## src/rtl/regfile_pkg.sv

```systemverilog
// Shared types and helpers for the readback register file.
// Holds default widths, the readback FSM state encoding and address wrap.
package regfile_pkg;

    localparam int WIDTH_DEF  = 32;
    localparam int ADDR_W_DEF = 5;

    typedef logic [0:0] state_t;
    localparam state_t IDLE = 1'b0;
    localparam state_t SEND = 1'b1;

    function automatic logic [ADDR_W_DEF-1:0] wrap_inc(input logic [ADDR_W_DEF-1:0] addr);
        return addr + ADDR_W_DEF'(1);
    endfunction

endpackage

```

## src/rtl/regfile_readback_if.sv

```systemverilog
// Write/read/stream bundle between the register file block and its user.
// Stream side is valid/ready; the consumer stalls the stream by dropping out_ready.
interface regfile_readback_if
    import regfile_pkg::*;
#(
    parameter int WIDTH  = WIDTH_DEF,
    parameter int ADDR_W = ADDR_W_DEF
);
    logic              wr_enable;
    logic [ADDR_W-1:0] wr_addr;
    logic [WIDTH-1:0]  wr_data;
    logic [ADDR_W-1:0] rd_addr_a;
    logic [WIDTH-1:0]  rd_data_a;
    logic [ADDR_W-1:0] rd_addr_b;
    logic [WIDTH-1:0]  rd_data_b;
    logic              start;
    logic [ADDR_W-1:0] start_addr;
    logic [ADDR_W:0]   count;
    logic              out_valid;
    logic              out_ready;
    logic [ADDR_W-1:0] out_addr;
    logic [WIDTH-1:0]  out_data;
    logic              busy;
    logic              done;

    modport master (
        output wr_enable, wr_addr, wr_data, rd_addr_a, rd_addr_b,
               start, start_addr, count, out_ready,
        input  rd_data_a, rd_data_b, out_valid, out_addr, out_data, busy, done
    );

    modport slave (
        input  wr_enable, wr_addr, wr_data, rd_addr_a, rd_addr_b,
               start, start_addr, count, out_ready,
        output rd_data_a, rd_data_b, out_valid, out_addr, out_data, busy, done
    );
endinterface

```

## src/rtl/regfile_core.sv

```systemverilog
// Register array with one write port and three combinational read ports; reg 0 is hardwired to 0.
// Writes land at the clock edge; reads are zero-latency and never stall.
module regfile_core
    import regfile_pkg::*;
#(
    parameter int WIDTH  = WIDTH_DEF,
    parameter int ADDR_W = ADDR_W_DEF
) (
    input  logic              clk,
    input  logic              reset,
    input  logic              i_wr_enable,
    input  logic [ADDR_W-1:0] i_wr_addr,
    input  logic [WIDTH-1:0]  i_wr_data,
    input  logic [ADDR_W-1:0] i_rd_addr_a,
    input  logic [ADDR_W-1:0] i_rd_addr_b,
    input  logic [ADDR_W-1:0] i_rd_addr_c,
    output logic [WIDTH-1:0]  o_rd_data_a,
    output logic [WIDTH-1:0]  o_rd_data_b,
    output logic [WIDTH-1:0]  o_rd_data_c
);
    localparam int DEPTH = 2 ** ADDR_W;

    logic [WIDTH-1:0] r_regs [DEPTH];

    always_ff @(posedge clk) begin
        if (reset) begin
            for (int i = 0; i < DEPTH; i++) begin
                r_regs[i] <= '0;
            end
        end else if (i_wr_enable && (i_wr_addr != '0)) begin
            r_regs[i_wr_addr] <= i_wr_data;
        end
    end

    // No write forwarding: a same-cycle write shows up only after the edge.
    assign o_rd_data_a = (i_rd_addr_a == '0) ? '0 : r_regs[i_rd_addr_a];
    assign o_rd_data_b = (i_rd_addr_b == '0) ? '0 : r_regs[i_rd_addr_b];
    assign o_rd_data_c = (i_rd_addr_c == '0) ? '0 : r_regs[i_rd_addr_c];

endmodule

```

## src/rtl/regfile_readback.sv

```systemverilog
// Register file plus a readback engine streaming a wrapping address range; first word valid 1 cycle after start.
// Presented word is a held snapshot while out_ready is low; full rate is 1 word/cycle with no bubbles.
module regfile_readback
    import regfile_pkg::*;
#(
    parameter int WIDTH  = WIDTH_DEF,
    parameter int ADDR_W = ADDR_W_DEF
) (
    input  logic               clk,
    input  logic               reset,
    regfile_readback_if.slave  bus
);
    localparam int              DEPTH    = 2 ** ADDR_W;
    localparam logic [ADDR_W:0] REM_ONE  = (ADDR_W+1)'(1);
    localparam logic [ADDR_W:0] REM_FULL = (ADDR_W+1)'(DEPTH);

    state_t            r_state;
    logic [ADDR_W-1:0] r_ptr;
    logic [ADDR_W:0]   r_remaining;
    logic              r_out_valid;
    logic [ADDR_W-1:0] r_out_addr;
    logic [WIDTH-1:0]  r_out_data;
    logic              r_busy;
    logic              r_done;

    logic [ADDR_W-1:0] w_ptr_next;
    logic [ADDR_W-1:0] w_rd_addr_c;
    logic [WIDTH-1:0]  w_rd_data_c;
    logic              w_xfer;

    assign w_ptr_next  = wrap_inc(r_ptr);
    assign w_xfer      = r_out_valid && bus.out_ready;
    // Third port looks at whichever word the next capture would take.
    assign w_rd_addr_c = (r_state == IDLE) ? bus.start_addr : w_ptr_next;

    regfile_core #(
        .WIDTH  (WIDTH),
        .ADDR_W (ADDR_W)
    ) u_core (
        .clk         (clk),
        .reset       (reset),
        .i_wr_enable (bus.wr_enable),
        .i_wr_addr   (bus.wr_addr),
        .i_wr_data   (bus.wr_data),
        .i_rd_addr_a (bus.rd_addr_a),
        .i_rd_addr_b (bus.rd_addr_b),
        .i_rd_addr_c (w_rd_addr_c),
        .o_rd_data_a (bus.rd_data_a),
        .o_rd_data_b (bus.rd_data_b),
        .o_rd_data_c (w_rd_data_c)
    );

    always_ff @(posedge clk) begin
        if (reset) begin
            r_state     <= IDLE;
            r_ptr       <= '0;
            r_remaining <= '0;
            r_out_valid <= 1'b0;
            r_out_addr  <= '0;
            r_out_data  <= '0;
            r_busy      <= 1'b0;
            r_done      <= 1'b0;
        end else begin
            r_done <= 1'b0;
            case (r_state)
                IDLE: begin
                    if (bus.start) begin
                        r_ptr       <= bus.start_addr;
                        r_remaining <= (bus.count == '0) ? REM_FULL : bus.count;
                        r_out_addr  <= bus.start_addr;
                        r_out_data  <= w_rd_data_c;
                        r_out_valid <= 1'b1;
                        r_busy      <= 1'b1;
                        r_state     <= SEND;
                    end
                end
                SEND: begin
                    if (w_xfer) begin
                        if (r_remaining == REM_ONE) begin
                            r_out_valid <= 1'b0;
                            r_busy      <= 1'b0;
                            r_done      <= 1'b1;
                            r_state     <= IDLE;
                        end else begin
                            r_ptr       <= w_ptr_next;
                            r_remaining <= r_remaining - REM_ONE;
                            r_out_addr  <= w_ptr_next;
                            r_out_data  <= w_rd_data_c;
                        end
                    end
                end
                default: r_state <= IDLE;
            endcase
        end
    end

    assign bus.out_valid = r_out_valid;
    assign bus.out_addr  = r_out_addr;
    assign bus.out_data  = r_out_data;
    assign bus.busy      = r_busy;
    assign bus.done      = r_done;

endmodule

```

## src/flat_wrapper.sv

```systemverilog
// flat-port wrapper written by rule: the top's interface ports become plain ports
module regfile_readback_flat import regfile_pkg::*;
#(
    parameter int WIDTH  = WIDTH_DEF,
    parameter int ADDR_W = ADDR_W_DEF
)
  (clk, reset, bus_wr_enable, bus_wr_addr, bus_wr_data, bus_rd_addr_a, bus_rd_addr_b, bus_start, bus_start_addr, bus_count, bus_out_ready, bus_rd_data_a, bus_rd_data_b, bus_out_valid, bus_out_addr, bus_out_data, bus_busy, bus_done);
  regfile_readback_if #(.WIDTH(WIDTH), .ADDR_W(ADDR_W)) bus_i ();
  input  logic clk;
  input  logic reset;
  input wire logic [$bits(bus_i.wr_enable)-1:0] bus_wr_enable;
  input wire logic [$bits(bus_i.wr_addr)-1:0] bus_wr_addr;
  input wire logic [$bits(bus_i.wr_data)-1:0] bus_wr_data;
  input wire logic [$bits(bus_i.rd_addr_a)-1:0] bus_rd_addr_a;
  input wire logic [$bits(bus_i.rd_addr_b)-1:0] bus_rd_addr_b;
  input wire logic [$bits(bus_i.start)-1:0] bus_start;
  input wire logic [$bits(bus_i.start_addr)-1:0] bus_start_addr;
  input wire logic [$bits(bus_i.count)-1:0] bus_count;
  input wire logic [$bits(bus_i.out_ready)-1:0] bus_out_ready;
  output wire logic [$bits(bus_i.rd_data_a)-1:0] bus_rd_data_a;
  output wire logic [$bits(bus_i.rd_data_b)-1:0] bus_rd_data_b;
  output wire logic [$bits(bus_i.out_valid)-1:0] bus_out_valid;
  output wire logic [$bits(bus_i.out_addr)-1:0] bus_out_addr;
  output wire logic [$bits(bus_i.out_data)-1:0] bus_out_data;
  output wire logic [$bits(bus_i.busy)-1:0] bus_busy;
  output wire logic [$bits(bus_i.done)-1:0] bus_done;
  assign bus_i.wr_enable = bus_wr_enable;
  assign bus_i.wr_addr = bus_wr_addr;
  assign bus_i.wr_data = bus_wr_data;
  assign bus_i.rd_addr_a = bus_rd_addr_a;
  assign bus_i.rd_addr_b = bus_rd_addr_b;
  assign bus_i.start = bus_start;
  assign bus_i.start_addr = bus_start_addr;
  assign bus_i.count = bus_count;
  assign bus_i.out_ready = bus_out_ready;
  assign bus_rd_data_a = bus_i.rd_data_a;
  assign bus_rd_data_b = bus_i.rd_data_b;
  assign bus_out_valid = bus_i.out_valid;
  assign bus_out_addr = bus_i.out_addr;
  assign bus_out_data = bus_i.out_data;
  assign bus_busy = bus_i.busy;
  assign bus_done = bus_i.done;
  regfile_readback #(.WIDTH(WIDTH), .ADDR_W(ADDR_W)) u_core (.clk(clk), .reset(reset), .bus(bus_i));
endmodule
```

## config.mk

```make
export PLATFORM = sky130hd
export DESIGN_NAME = regfile_readback_flat
export DESIGN_NICKNAME = d
export VERILOG_FILES = /design/src/rtl/regfile_pkg.sv /design/src/rtl/regfile_readback_if.sv /design/src/rtl/regfile_core.sv /design/src/rtl/regfile_readback.sv /design/src/flat_wrapper.sv
export SDC_FILE = /design/constraint.sdc
export NUM_CORES = 2
export LEC_CHECK = 0
export CORE_AREA = 8 8 308 608
export CTS_CLUSTER_DIAMETER = 200
export DETAILED_ROUTE_END_ITERATION = 6
export DIE_AREA = 0 0 316 616
export PLACE_DENSITY = 0.56
export SLEW_MARGIN = 40
export SYNTH_ARGS = -nofsm -noshare
export SYNTH_HDL_FRONTEND = slang
export SYNTH_SLANG_ARGS = --single-unit
```

## constraint.sdc

```tcl
create_clock -name clk -period 5.1 [get_ports clk]
set_input_delay 1.02 -clock clk [delete_from_list [all_inputs] [get_ports clk]]
set_output_delay 1.02 -clock clk [all_outputs]
set_load 0.01 [all_outputs]
```

# Word-level counts from Yosys, hierarchy flattened

Memories as Yosys holds them, arrays and structs flattened.
Index checks and enable logic that the tools add are counted.

Register bits: 46
RAM bits: 1,024
Input port bits: 63
Memories kept: 1

Add/subtract/negate cells: 2
Eq/ne operators: 5
Multiplexer cells: 34
Bitwise operators: 2
Reduce and logical (&&, ||, !) cells: 11

Memory list:

| name                 | depth | width | rd ports | clocked after memory_dff | write ports | RTL line           | source |
|---|---|---|---|---|---|---|---|
| u_core.u_core.r_regs | 32    | 32    | 3        | 0                        | 32          | regfile_core.sv:23 | `logic [WIDTH-1:0] r_regs [DEPTH];` |

Operator list:

| operator                                             | number |
|---|---|
| two-way mux 32 bit                                   | 7 |
| one-hot mux 32 bit (2 select lines)                  | 1 |
| OR reduction 32 bit                                  | 1 |
| two-way mux 5 bit                                    | 5 |
| two-way mux 6 bit                                    | 4 |
| logical NOT 5 bit                                    | 3 |
| two-way mux 1 bit                                    | 13 |
| one-hot mux 6 bit (2 select lines)                   | 1 |
| one-hot mux 5 bit (2 select lines)                   | 1 |
| inequality test 2 bit (second input constant)        | 4 |
| equality test 6 x 1 -> 1 bit (second input constant) | 1 |
| logical NOT 6 bit                                    | 1 |
| AND reduction 3 bit                                  | 2 |
| subtractor 6 x 1 -> 6 bit (second input constant)    | 1 |
| adder 5 x 1 -> 5 bit (second input constant)         | 1 |
| nonzero test 5 bit                                   | 1 |
| one-hot mux 1 bit (2 select lines)                   | 2 |
| OR reduction 3 bit                                   | 1 |
| logical AND 1 bit                                    | 2 |
| NOT 1 bit                                            | 2 |

# Longest topological paths before layout

Word-level depth: 7
Mapped depth: 12

# Modules after synthesis

From an unflattened synthesis, not the netlist that was laid out.

Cell total of the unflattened synthesis: 4,509
Area total of the unflattened synthesis: 64,690.8 sq um

By module, submodules not included:

| module           | instances | cells an instance | area each (sq um) | seq. area each (sq um) |
|---|---|---|---|---|
| regfile_core     | 1         | 4,255             | 62,618.8          | 30,749.5 |
| regfile_readback | 1         | 254               | 2,072.0           | 920.9 |

# Worst setup path after synthesis

No wires, ideal clock.

Path type: input port to flip-flop
Start: input bus_wr_enable
End: memory u_core.u_core.r_regs[26][0] (netlist bit) (enable)
Library setup time: 0.466 ns
Arrival: 3.964 ns
Required time: 4.634 ns
Slack: 0.670 ns
Cell stages on the path: 4
Cells stage by stage: nor2b_1 > nand3b_1 > clkbuf_1 > o21ai_0

RTL lines:

| what               | RTL line           | source |
|---|---|---|
| start: declaration | flat_wrapper.sv:11 | `input wire logic [$bits(bus_i.wr_enable)-1:0] bus_wr_enable;` |
| end: declaration   | regfile_core.sv:23 |  |

# Worst setup path in the final report

Start: input bus_rd_addr_a[0]
End: output bus_rd_data_a[0]

Cells in the longest elaborated chain, start to end: 2

RTL lines:

| what                                                             | RTL line           | source |
|---|---|---|
| start: declaration                                               | flat_wrapper.sv:14 | `input wire logic [$bits(bus_i.rd_addr_a)-1:0] bus_rd_addr_a;` |
| memory (32 x 32 bit) / logical NOT 5 bit (equally long branches) | -                  |  |
| two-way mux 32 bit *                                             | regfile_core.sv:36 | `assign o_rd_data_a = (i_rd_addr_a == '0) ? '0 : r_regs[i_rd_addr_a];` |
| end: declaration                                                 | flat_wrapper.sv:20 | `output wire logic [$bits(bus_i.rd_data_a)-1:0] bus_rd_data_a;` |

Mark *: on every way between the ends. The rest lies on a longest branch, timed or not.

==> summary.txt <==
HPWL after DPL -> 212000 um
Violated checks -> DRC, setup timing
DIE WIDTH -> 316 um
Antenna violations before repair -> 49
Hold path cells -> 2
DP Area -> 77100 um2
Hold WS -> 0.483 ns
Leak Pwr -> 0.0278 uW
Worst Setup End Kind -> output port
Post-synthesis cell count -> 6171
Site row count -> 220
Input/output buffers -> 166
R2R cell count -> 9
Crit path kind -> in2out
Vias per inst -> 7.34
CTS tree -> done
Clock Skew -> 0.0341 ns
Most common cell after layout, fill and taps aside -> edfxtp_1
Setup violations, final -> 1
WL per Instance -> 41.3 um
Clock transition at path regs -> 0.07 ns
Hold Violations, Final -> 0
Setup_tns -> -0.0155 ns
Area grow syn2layout -> 13.3%
Gr usage total -> 0.353
Slew Limit Headroom -> 0.357
Yosys reg bits -> 1070
Placeable Area -> 179000 um2
GP Congestion -> 0.941
Crit Path Max Fanout -> 29
Die Height -> 616 um
Drt total wl -> 354000 um
Iter 0 DRT Violations -> 11300
Max Cap Viol -> 0
PD cells -> 310 nW/um2
Final Max Slew Viols -> 0
# clock sinks -> 1070
Hold Crit Class -> reg2reg
Fillers -> 16100
Final worst setup slack -> -0.0155 ns
Least-Margin Pin Slew -> 0.964 ns
Die footprint -> 195000 um2
Worst R2R Start -> u_core.bus.out_addr[1]$_SDFFE_PP0P_
# nets final -> 6166
Number of remaining DRC errors -> 14
ANT nets after route -> 0
WP data arrival -> 4.10 ns
First-pass GRT wire length -> 483000 um
RR Endpoint -> u_core.bus.out_data[21]$_SDFFE_PP0P_
Register area share after synthesis -> 0.445
Post-Syn Area -> 71200 um2
Grt total ovfl -> 0
Largest net degree at the start of global routing -> 103
H-tree Lvls -> 3
Post-synth EDFFs -> 1024
Commonest non-fill, non-tap cells in the layout -> edfxtp_1 (1024), and2_1 (993), a21oi_1 (777)
Async SR Flop Fraction -> 0
Hold path start -> u_core.bus.out_data[7]$_SDFFE_PP0P_
Status -> finished, violations left
Tmin final -> 5.12 ns
Most used DFF post-synth -> edfxtp_1
Drt first pass iters -> 7
IO Pins -> 167
Max Root-Sink Buffers -> 3
TritonCTS buffer count -> 101
Power Total -> 25000 uW
RSZ-0062 raised after global routing -> false
Clock Latency Late Sink -> 0.74 ns
Layout cells sized above 1 -> 0.220
Crit start category -> input port
Period utilization -> 1.00
Internal reg-to-reg setup slack -> 0.98 ns
Root Driver -> clkbuf_16
Max VDD drop -> 0.000279 V
Design area -> 80700 um2
Post-CTS Hold Buffers -> 0
Vias in the first global route -> 60900
Post-layout util -> 0.450
Synth warn -> 0
CP Data Required Time -> 4.08 ns
Synth cell types -> 73
FMAX -> 195 MHz
Hold path endpoint -> u_core.bus.out_data[7]$_SDFFE_PP0P_
Syn avg cell area -> 11.5 um2
Initial Utilization -> 0.398
DR vias -> 63000
==> cell usage after synthesis (140+ instances only) <==
master	number	share of area
a211oi_1	140	0.015
a21oi_1	777	0.055
a22oi_1	156	0.016
and2_1	996	0.087
buf_2	234	0.016
clkbuf_1	376	0.020
edfxtp_1	1024	0.43
mux4_2	644	0.20
nand2_1	458	0.024
nand2b_1	167	0.015
nor2_1	141	0.0074
o21ai_0	171	0.012
==> what timing repair did <==
action,in CTS,in global routing
setup buffers,0,0
resized for setup,1,3
setup endpoints to repair,1,3
==> layer usage <==
layer	GRT usage	up-vias	share of wire
met5	0	-	0.00042
met1	0.415	31300	0.32
li1	-	23500	-
met4	0.291	20	0.10
met2	0.539	6280	0.45
met3	0.0910	1896	0.13
==> power breakdown <==
group	total [uW]	leakage (uW)	switching [uW]	internal (uW)
Clock	8280	0.00167	3770	4520
Sequential	10700	0.0101	560	10100
Combinational	6020	0.0160	3700	2330
==> worst max-delay path, cell delays in order <==
cell and delay, ns:
buf_8 0.38, buf_12 0.29, mux4_2 0.53, mux4_2 0.54
mux2i_2 0.39, nor2_1 0.28, clkdlybuf4s50_1 0.57
==> stage by stage <==
stage               std cells  worst slack, ns
CTS                      8517         0.000803
detailed placement       8326           -0.120
global route             8525           0.0117
floorplan                6202            0.670
finish                   8584          -0.0155
global placement         8323           -0.130
==> layout make-up <==
class | instances | area (um2) | share of cell area
antenna | 65 | 163 | 0.00201
clock buffer | 135 | 2790 | 0.0345
clock inverter | 56 | 647 | 0.00801
inverter | 13 | 66.3 | 0.000821
multi-input combinational | 4417 | 37100 | 0.460
sequential | 1070 | 31700 | 0.392
tap | 2331 | 2920 | 0.0361
timing repair buffer | 497 | 5350 | 0.0663
==> worst max path at each step <==
stage	startpoint	to	slack (ns)	depth (start not counted)
5_1_grt	bus_rd_addr_a[0]	bus_rd_data_a[0]	0.01	7
3_3_place_gp	bus_rd_addr_a[0]	bus_rd_data_a[31]	-0.13	8
2_1_floorplan	bus_wr_enable	u_core.u_core.r_regs[26][0]$_SDFFCE_PN0P_	0.67	4
4_1_cts	bus_rd_addr_b[0]	bus_rd_data_b[19]	0.0008	7
3_5_place_dp	bus_rd_addr_a[0]	bus_rd_data_a[31]	-0.12	8
6_report	bus_rd_addr_a[0]	bus_rd_data_a[0]	-0.02	7
==> kinds of logic (layout without fill, tap and decap cells) <==
logic type / count (synthesis) / count (layout) / share of synthesized area
buf+inv: 715 / 701 / 0.0460
flops: 1070 / 1070 / 0.445
other cells: 1 / 97 / 0.0000526
xor+xnor: 3 / 3 / 0.000580
compound gates: 1641 / 1641 / 0.140
simple gates: 2022 / 2022 / 0.155
fa+ha+maj: 3 / 3 / 0.000527
mux: 716 / 716 / 0.214
==> state kept, by name, indices dropped and copies added, names as in the netlist <==
| register | cells |
|---|---|
| u_core.bus.done | 1 |
| u_core.bus.out_addr | 5 |
| u_core.bus.busy | 1 |
| u_core.r_remaining | 6 |
| u_core.r_state | 1 |
| u_core.u_core.r_regs | 1024 |
| u_core.bus.out_data | 32 |
Note: power is estimated with default switching activity, not from simulation.
